--- src/rtl/cpu_mem_bridge_if.sv ---
// CPU request/response and memory access signals shared by the bridge and its environment.
// The slave modport is the bridge's view; the master modport is the CPU plus memory side.
interface cpu_mem_bridge_if;
  logic        cpu_valid;
  logic [31:0] cpu_addr;
  logic [3:0]  cpu_wstrb;
  logic [31:0] cpu_wdata;
  logic [31:0] cpu_rdata;
  logic        cpu_ready;
  logic        cpu_err;

  logic        mem_rden;
  logic        mem_wren;
  logic [31:0] mem_addr;
  logic [3:0]  mem_wstrb;
  logic [31:0] mem_wdata;
  logic [31:0] mem_rdata;
  logic        mem_ready;

  modport slave (
    input  cpu_valid, cpu_addr, cpu_wstrb, cpu_wdata,
    output cpu_rdata, cpu_ready, cpu_err,
    output mem_rden, mem_wren, mem_addr, mem_wstrb, mem_wdata,
    input  mem_rdata, mem_ready
  );

  modport master (
    output cpu_valid, cpu_addr, cpu_wstrb, cpu_wdata,
    input  cpu_rdata, cpu_ready, cpu_err,
    input  mem_rden, mem_wren, mem_addr, mem_wstrb, mem_wdata,
    output mem_rdata, mem_ready
  );
endinterface

--- src/rtl/cpu_mem_bridge.sv ---
// Bridges single outstanding CPU byte-addressed requests onto a word-indexed memory port,
// with range checking, a response timeout and a saturating error counter.
module cpu_mem_bridge #(
  parameter logic [31:0] ADDR_BASE = 32'h0000_0000,
  parameter int          MEM_WORDS = 16384,
  parameter int          TIMEOUT   = 15
) (
  input  logic                  clk,
  input  logic                  reset,
  input  logic                  conf_sel,
  output logic [15:0]           err_cnt,
  cpu_mem_bridge_if.slave       bus
);

  typedef enum logic [1:0] {IDLE, ISSUE, WAIT, RESP} state_e;

  localparam logic [32:0] MemWordsW = 33'(MEM_WORDS);
  localparam logic [7:0]  TmoLast   = 8'(TIMEOUT - 1);

  state_e      state_q;
  logic [7:0]  tmoCnt_q;
  logic [15:0] errCnt_q;
  logic [15:0] errCnt_d;
  logic [31:0] offset;
  logic [31:0] wordIdx;
  logic        inRange;

  // Addresses below the base are rejected outright, so the subtraction never wraps into range.
  always_comb begin
    offset   = bus.cpu_addr - ADDR_BASE;
    wordIdx  = {2'b00, offset[31:2]};
    inRange  = (bus.cpu_addr >= ADDR_BASE) && ({1'b0, wordIdx} < MemWordsW);
    errCnt_d = (errCnt_q == 16'hFFFF) ? errCnt_q : errCnt_q + 16'd1;
  end

  assign err_cnt = errCnt_q;

  always_ff @(posedge clk) begin
    if (reset) begin
      state_q       <= IDLE;
      tmoCnt_q      <= 8'd0;
      errCnt_q      <= 16'd0;
      bus.cpu_ready <= 1'b0;
      bus.cpu_err   <= 1'b0;
      bus.cpu_rdata <= 32'd0;
      bus.mem_rden  <= 1'b0;
      bus.mem_wren  <= 1'b0;
      bus.mem_addr  <= 32'd0;
      bus.mem_wstrb <= 4'd0;
      bus.mem_wdata <= 32'd0;
    end else begin
      bus.mem_rden <= 1'b0;
      bus.mem_wren <= 1'b0;
      case (state_q)
        IDLE: begin
          if (bus.cpu_valid && !conf_sel) begin
            if (inRange) begin
              bus.mem_addr  <= wordIdx;
              bus.mem_wstrb <= bus.cpu_wstrb;
              bus.mem_wdata <= bus.cpu_wdata;
              bus.mem_rden  <= (bus.cpu_wstrb == 4'd0);
              bus.mem_wren  <= (bus.cpu_wstrb != 4'd0);
              state_q       <= ISSUE;
            end else begin
              bus.cpu_ready <= 1'b1;
              bus.cpu_err   <= 1'b1;
              bus.cpu_rdata <= 32'd0;
              errCnt_q      <= errCnt_d;
              state_q       <= RESP;
            end
          end
        end
        ISSUE: begin
          tmoCnt_q <= 8'd0;
          state_q  <= WAIT;
        end
        // A response arriving in the final wait cycle still wins over the timeout.
        WAIT: begin
          if (bus.mem_ready) begin
            bus.cpu_ready <= 1'b1;
            bus.cpu_err   <= 1'b0;
            bus.cpu_rdata <= (bus.mem_wstrb == 4'd0) ? bus.mem_rdata : 32'd0;
            state_q       <= RESP;
          end else if (tmoCnt_q == TmoLast) begin
            bus.cpu_ready <= 1'b1;
            bus.cpu_err   <= 1'b1;
            bus.cpu_rdata <= 32'd0;
            errCnt_q      <= errCnt_d;
            state_q       <= RESP;
          end else begin
            tmoCnt_q <= tmoCnt_q + 8'd1;
          end
        end
        RESP: begin
          bus.cpu_ready <= 1'b0;
          bus.cpu_err   <= 1'b0;
          bus.cpu_rdata <= 32'd0;
          state_q       <= IDLE;
        end
        default: state_q <= IDLE;
      endcase
    end
  end

endmodule

--- src/flat_wrapper.sv ---
// flat-port wrapper written by rule: the top's interface ports become plain ports
module cpu_mem_bridge_flat 
#(
  parameter logic [31:0] ADDR_BASE = 32'h0000_0000,
  parameter int          MEM_WORDS = 16384,
  parameter int          TIMEOUT   = 15
)
  (clk, reset, conf_sel, err_cnt, bus_cpu_valid, bus_cpu_addr, bus_cpu_wstrb, bus_cpu_wdata, bus_cpu_rdata, bus_cpu_ready, bus_cpu_err, bus_mem_rden, bus_mem_wren, bus_mem_addr, bus_mem_wstrb, bus_mem_wdata, bus_mem_rdata, bus_mem_ready);
  cpu_mem_bridge_if bus_i ();
  input  logic clk;
  input  logic reset;
  input  logic conf_sel;
  output logic [15:0] err_cnt;
  input wire logic [$bits(bus_i.cpu_valid)-1:0] bus_cpu_valid;
  input wire logic [$bits(bus_i.cpu_addr)-1:0] bus_cpu_addr;
  input wire logic [$bits(bus_i.cpu_wstrb)-1:0] bus_cpu_wstrb;
  input wire logic [$bits(bus_i.cpu_wdata)-1:0] bus_cpu_wdata;
  output wire logic [$bits(bus_i.cpu_rdata)-1:0] bus_cpu_rdata;
  output wire logic [$bits(bus_i.cpu_ready)-1:0] bus_cpu_ready;
  output wire logic [$bits(bus_i.cpu_err)-1:0] bus_cpu_err;
  output wire logic [$bits(bus_i.mem_rden)-1:0] bus_mem_rden;
  output wire logic [$bits(bus_i.mem_wren)-1:0] bus_mem_wren;
  output wire logic [$bits(bus_i.mem_addr)-1:0] bus_mem_addr;
  output wire logic [$bits(bus_i.mem_wstrb)-1:0] bus_mem_wstrb;
  output wire logic [$bits(bus_i.mem_wdata)-1:0] bus_mem_wdata;
  input wire logic [$bits(bus_i.mem_rdata)-1:0] bus_mem_rdata;
  input wire logic [$bits(bus_i.mem_ready)-1:0] bus_mem_ready;
  assign bus_i.cpu_valid = bus_cpu_valid;
  assign bus_i.cpu_addr = bus_cpu_addr;
  assign bus_i.cpu_wstrb = bus_cpu_wstrb;
  assign bus_i.cpu_wdata = bus_cpu_wdata;
  assign bus_cpu_rdata = bus_i.cpu_rdata;
  assign bus_cpu_ready = bus_i.cpu_ready;
  assign bus_cpu_err = bus_i.cpu_err;
  assign bus_mem_rden = bus_i.mem_rden;
  assign bus_mem_wren = bus_i.mem_wren;
  assign bus_mem_addr = bus_i.mem_addr;
  assign bus_mem_wstrb = bus_i.mem_wstrb;
  assign bus_mem_wdata = bus_i.mem_wdata;
  assign bus_i.mem_rdata = bus_mem_rdata;
  assign bus_i.mem_ready = bus_mem_ready;
  cpu_mem_bridge #(.ADDR_BASE(ADDR_BASE), .MEM_WORDS(MEM_WORDS), .TIMEOUT(TIMEOUT)) u_core (.clk(clk), .reset(reset), .conf_sel(conf_sel), .err_cnt(err_cnt), .bus(bus_i));
endmodule
--- config.mk ---
export PLATFORM = sky130hd
export DESIGN_NAME = cpu_mem_bridge_flat
export DESIGN_NICKNAME = d
export VERILOG_FILES = /design/src/rtl/cpu_mem_bridge_if.sv /design/src/rtl/cpu_mem_bridge.sv /design/src/flat_wrapper.sv
export SDC_FILE = /design/constraint.sdc
export NUM_CORES = 1
export LEC_CHECK = 0
export ABC_AREA = 1
export BUFFER_PORTS_ARGS = -buffer_cell sky130_fd_sc_hd__buf_2
export CAP_MARGIN = 20
export CORE_MARGIN = 2
export CORE_UTILIZATION = 35
export DETAILED_ROUTE_END_ITERATION = 8
export GPL_TIMING_DRIVEN = 0
export PLACE_DENSITY = 0.61
export SKIP_LAST_GASP = 1
export SYNTH_ARGS = -nofsm -noshare
export SYNTH_HDL_FRONTEND = slang
export SYNTH_SLANG_ARGS = --single-unit
--- constraint.sdc ---
create_clock -name clk -period 1.8 [get_ports clk]
set_clock_uncertainty 0.1 [all_clocks]
set_input_delay 0.27 -clock clk [delete_from_list [all_inputs] [get_ports clk]]
set_output_delay 0.27 -clock clk [all_outputs]
set_load 0.05 [all_outputs]
**Yosys cells after proc, flatten, opt, wreduce, memory -nomap -nowiden**

Cells that the tools add are included.

- Logic and storage cells: 72
- Bits in registers: 128

- Mux-type cells: 27
- Reduce and logical (&&, ||, !) cells: 16
- Equality and inequality tests: 11
- Add/sub/neg operators: 2
- Magnitude comparators: 2
- Bitwise logic cells: 3

Operator list:

| cell | count |
|---|---|
| 32-bit 2-to-1 mux | 5 |
| 32-bit one-hot mux with 3 select lines | 1 |
| 16-bit 2-to-1 mux | 5 |
| 32-bit by 1-bit >= comparator with 1-bit output (second input constant) | 1 |
| 16-bit one-hot mux with 2 select lines | 1 |
| 30-bit by 15-bit < comparator with 1-bit output (second input constant) | 1 |
| 16-bit by 1-bit adder with 16-bit output (second input constant) | 1 |
| 16-bit == test (second input constant) | 1 |
| 8-bit 2-to-1 mux | 2 |
| 8-bit one-hot mux with 2 select lines | 1 |
| 8-bit by 1-bit adder with 8-bit output (second input constant) | 1 |
| 8-bit by 4-bit == test with 1-bit output (second input constant) | 1 |
| 4-bit zero test | 2 |
| 2-bit 2-to-1 mux | 4 |
| 2-bit one-hot mux with 4 select lines | 1 |
| 2-bit inequality test (second input constant) | 3 |
| 1-bit one-hot mux with 3 select lines | 2 |
| 3-bit AND reduction | 2 |
| 1-bit 2-to-1 mux | 5 |
| 5-bit AND reduction | 1 |
| 2-bit == test (second input constant) | 2 |
| 2-bit by 1-bit inequality test with 1-bit output (second input constant) | 2 |
| 4-bit AND reduction | 1 |
| 2-bit nonzero test | 2 |
| other kinds (10) | 13 |

**Logic depth before layout (Yosys ltp)**

- Depth after elaboration: 5
- Gate-level depth with buffers: 11
- Mapped depth without buffers: 10

**Worst setup path before layout**

OpenSTA, ideal clock, no wires.

- Kind: register to register
- From: register u_core.errCnt_q[9], in the netlist u_core.err_cnt[9]
- To: register u_core.errCnt_q[8], in the netlist u_core.err_cnt[8]
- Setup time: 0.132 ns
- Data arrival time: 1.701 ns
- Cell stages (with the launch flop): 9
- Clock period less this slack: 1.934 ns
- Path slack: -0.134 ns
- Cell sequence: dfxtp_1 -> nand2_1 -> nor2_2 -> nand2_1 -> nor2_2 -> nand2_2 -> clkbuf_1 -> nand4_1 -> a21oi_1

- Cells in the longest elaborated chain, start to end: 5

RTL lines:

| element | RTL line | RTL |
|---|---|---|
| start: declaration | cpu_mem_bridge.sv:22 | `logic [15:0] errCnt_q;` |
| start signal: assignment | cpu_mem_bridge.sv:68 | `errCnt_q <= errCnt_d;` |
| start signal: assignment | cpu_mem_bridge.sv:88 | `errCnt_q <= errCnt_d;` |
| 16-bit == test (*) | cpu_mem_bridge.sv:33 | `errCnt_d = (errCnt_q == 16'hFFFF) ? errCnt_q : errCnt_q + 16'd1;` |
| 16-bit 2-to-1 mux (*) | cpu_mem_bridge.sv:33 |  |
| 16-bit 2-to-1 mux (on tied branches) | cpu_mem_bridge.sv:84, cpu_mem_bridge.sv:57 |  |
| 16-bit 2-to-1 mux (on tied branches) | cpu_mem_bridge.sv:79, cpu_mem_bridge.sv:56 |  |
| 16-bit one-hot mux with 2 select lines (*) | cpu_mem_bridge.sv:54 | `case (state_q)` |

Mark *: on every way between the ends. The rest lies on a longest branch, timed or not. The select of a mux whose other input is x is not followed.
A chain may end at the register's enable or synchronous reset.

**Worst setup path in the final report**

- From: register u_core.state_q[0]
- To: register u_core.bus.mem_wdata[28]

- Cells in the longest elaborated chain, start to end: 2

RTL lines:

| element | RTL line | RTL |
|---|---|---|
| start: declaration | cpu_mem_bridge.sv:20 | `state_e state_q;` |
| start signal: assignment | cpu_mem_bridge.sv:40 | `state_q <= IDLE;` |
| start signal: assignment | cpu_mem_bridge.sv:63 | `state_q <= ISSUE;` |
| start signal: assignment | cpu_mem_bridge.sv:69 | `state_q <= RESP;` |
| 2-bit zero test | cpu_mem_bridge.sv:54 |  |
| 3-bit AND reduction (no source line) | -- |  |
| end signal: assignment | cpu_mem_bridge.sv:60 | `bus.mem_wdata <= bus.cpu_wdata;` |
| end: declaration | cpu_mem_bridge_if.sv:23 | `output mem_rden, mem_wren, mem_addr, mem_wstrb, mem_wdata,` |

Every way passes these cells.

==> impl_metrics.env <==
export IMPL_ys_flop_type="dfxtp_1"
export IMPL_io_buffers=219
export IMPL_required_ns=2.06
export IMPL_die_width_um=130
export IMPL_worst_pin_slew_ns=0.637
export IMPL_fin_setup_tns_ns=-0.170
export IMPL_first_pass_iters=5
export IMPL_ys_warn_count=0
export IMPL_powerDensity_nw_per_um2=1400
export IMPL_rows=46
export IMPL_place_gp_congestion=0.843
export IMPL_antenna_found_initial=0
export IMPL_nets=1204
export IMPL_fmax_mhz=543
export IMPL_path_max_fanout=5
export IMPL_drc=0
export IMPL_pwr_share_seq_pct=28.3
export IMPL_ys_seq_elements=128
export IMPL_synth_seq_area_share_pct=46.0
export IMPL_antenna_left=0
export IMPL_drt_total_wl_mm=18.6
export IMPL_coreArea_um2=15700
export IMPL_cp_slowest_cell="dfxtp_2"
export IMPL_area_delta_synth_final_pct=59.0
export IMPL_hp_class="primary input to flop"
export IMPL_leakage_uw=0.00420
export IMPL_vdd_drop_max_mv=0.852
export IMPL_busiest_layer="met2"
export IMPL_synth_async_sr_flop_share_pct=0
export IMPL_cts_root_buf="clkbuf_16"
export IMPL_fin_util_pct=56.4
export IMPL_setup_viol=12
export IMPL_critPathArrivalTime_ns=2.10
export IMPL_synthCells=774
export IMPL_cpPeakStageDelay_ns=0.33
export IMPL_n_antenna_cell=0
export IMPL_maxCapViolCount=0
export IMPL_grt_usage_pct=21.0
export IMPL_setup_slack_ns=-0.0427
export IMPL_cts_num_sinks=128
export IMPL_die_area_um2=17000
export IMPL_vias=6187
export IMPL_r2r_start="u_core.state_q[0]"
export IMPL_path_common_cell="inv_4"
export IMPL_yosysTopAreaCell="dfxtp_1"
export IMPL_violations="negative setup slack"
export IMPL_worstPathCellList="inv_4 -> ha_4 -> inv_4 -> nor3_4 -> nand3_4 -> nor2_4 -> buf_6 -> buf_12 -> buf_8 -> o21ai_2 -> nor2_1"
export IMPL_rsz0062_at_grt="true"
export IMPL_grt_use_met2_pct=35.4
export IMPL_first_iter_violations=252
export IMPL_grt_max_degree=17
export IMPL_grt_pass1_vias=5855
export IMPL_synthesis_area_um2=5580
export IMPL_power_net_switching_uw=5160
export IMPL_combPwrFrac_pct=43.4
export IMPL_hpwl_mm=12.1
export IMPL_cts_tree="done"
export IMPL_nFillCells=1470
export IMPL_synth_cell_types=37
export IMPL_swShare_pct=41.5
export IMPL_h_tree_depth=4
export IMPL_syn_area_per_cell_um2=7.20
export IMPL_cp_start_kind="flop"
export IMPL_via_per_inst=4.68
export IMPL_use_met3_pct=6.93
export IMPL_synth_top_area_share_pct=46.0
export IMPL_drive_gt1_share_pct=37.4
export IMPL_crit_path_end_kind="flop"
export IMPL_crit_start="u_core.state_q[0]"
export IMPL_synth_edf_count=0
export IMPL_fin_crit_sh_pct=102
export IMPL_synthTopCellsByArea="dfxtp_1 46%, nor2_1 13%, nand2_1 10%"
export IMPL_die_y_um=130
export IMPL_initial_core_util_pct=35.5
export IMPL_grt_pass1_wl_mm=28.2
export IMPL_status="complete, but fails checks"
export IMPL_ioPinCount=225
export IMPL_final_max_slew_viol_count=0
export IMPL_clk_latency_ns=0.42
export IMPL_clkTransAtPathRegs_ns=0.06
export IMPL_path_class="flop to flop"
export IMPL_hold_violations=0
export IMPL_hold_start="bus_cpu_wdata[20]"
export IMPL_min_period_ns=1.84
export IMPL_cts_inserted_buffers=17
export IMPL_slew_headroom_pct=57.6
export IMPL_overflow=0
export IMPL_grtUsageMet1_pct=25.3
export IMPL_cellInternalPower_uw=7280
export IMPL_wl_per_cell_um=14.1
export IMPL_power_frac_clock_pct=28.3
export IMPL_clockBufferDepth=2
## state kept, by name, indices dropped and copies added, names as in the netlist
register and flops:
u_core.tmoCnt_q 8, u_core.bus.mem_addr 30, u_core.bus.cpu_ready 1, u_core.bus.mem_wstrb 4, u_core.bus.mem_rden 1, u_core.state_q 2, u_core.bus.mem_wren 1, u_core.bus.cpu_rdata 32
u_core.err_cnt 16, u_core.bus.mem_wdata 32, u_core.bus.cpu_err 1
## metrics by stage
stage,hold WS (ns),std cells,worst slack [ns],instance area [um2],total power [uW]
3_3_place_gp,0.358,1210,-0.316,6960,7860
6_report,0.0107,1321,-0.0427,8870,12400
5_1_grt,0.0225,1321,-0.126,8870,13200
3_5_place_dp,0.362,1210,-0.314,6960,7880
2_1_floorplan,0.305,775,0.0367,5590,6850
4_1_cts,0.000790,1307,-0.0736,8430,11900
## layout make-up
cell class	count	area, um2	area share [%]
timing repair buffer	298	1960	22.1
inverter	37	158	1.78
clock buffer	17	425	4.80
clock inverter	15	174	1.96
multi-input combinational	564	2930	33.1
buffer	46	363	4.09
sequential	128	2580	29.1
tap	216	270	3.05
## cell usage after synthesis (2+ instances only)
library cell / count
dfxtp_1: 128
buf_2: 9
nand3_1: 25
a21oi_1: 30
inv_1: 33
o21ai_1: 8
nand4_1: 49
buf_6: 4
nand3_4: 2
and3_1: 17
buf_1: 5
nor2_2: 8
inv_2: 2
nor2_4: 2
nand2_1: 152
ha_1: 7
nand3b_1: 2
nor2_1: 192
o21ai_0: 50
xor2_1: 5
clkbuf_1: 24
buf_4: 5
## cells by family after synthesis
kind of cell	share of synthesized area, %
AND/OR/NAND/NOR	36.4
flip-flops	46.0
AO/OA/AOI/OAI	8.28
buffers and inverters	6.75
adder cells (fa/ha/maj)	1.57
XOR/XNOR	0.942
other	0.0672
## routing by layer
metal  vias up  part of all wire (%)
li1       3162                     -
met1      2790                    43
met2       209                    48
met3        26                   7.5
met4         0                   1.7
met5         -                     0
## worst paths after layout
path / to / cells after the start / slack [ns]
worst min-delay path: u_core.bus.mem_wdata[20] / 3 / 0.01
worst max register to register: u_core.bus.mem_wdata[28] / 11 / -0.04
worst max-delay path: u_core.bus.mem_wdata[28] / 11 / -0.04
worst min register to register: u_core.tmoCnt_q[0] / 1 / 0.36
## cells in the final DEF, fill, tap and decap left out, drive strengths merged
master | Yosys | layout
a21oi | 30 | 30
and3 | 17 | 17
buf | 23 | 273
bufbuf | 0 | 1
bufinv | 0 | 2
clkbuf | 24 | 42
clkinv | 2 | 4
clkinvlp | 0 | 3
conb | 1 | 2
dfxtp | 128 | 128
dlygate4sd3 | 0 | 45
ha | 7 | 7
inv | 35 | 43
nand2 | 153 | 153
nand3 | 28 | 28
nand3b | 2 | 2
nand4 | 49 | 49
nor2 | 203 | 204
nor2b | 1 | 1
nor3 | 3 | 3
nor4 | 1 | 1
o211ai | 1 | 1
o21ai | 58 | 58
o22ai | 1 | 1
o31ai | 1 | 1
xnor2 | 1 | 1
xor2 | 5 | 5
## critical path: cells and delay by family, from the launching register on
family	cells	cell delay, ns
compound gates	1	0.06
fa+ha+maj	1	0.15
buf+inv	5	0.50
flops	1	0.33
simple gates	4	0.62
## power by group through the flow
stage	registers (uW)	clock network (uW)	logic, uW
2_1_floorplan	4930	0	1910
3_3_place_gp	3550	0	4310
3_5_place_dp	3560	0	4320
4_1_cts	3500	3600	4820
5_1_grt	3570	3720	5870
6_report	3520	3520	5400
## repair_timing
| item | in CTS | in global routing |
|---|---|---|
| endpoints found under the hold margin | 45 | 0 |
| resized for setup | 80 | 106 |
| endpoints found under the setup margin | 126 | 126 |
| pin swaps | 14 | 36 |
| hold buffers | 45 | 0 |
| gates cloned | 5 | 4 |
| buffers inserted | 16 | 10 |
(Power assumes the default switching activity.)
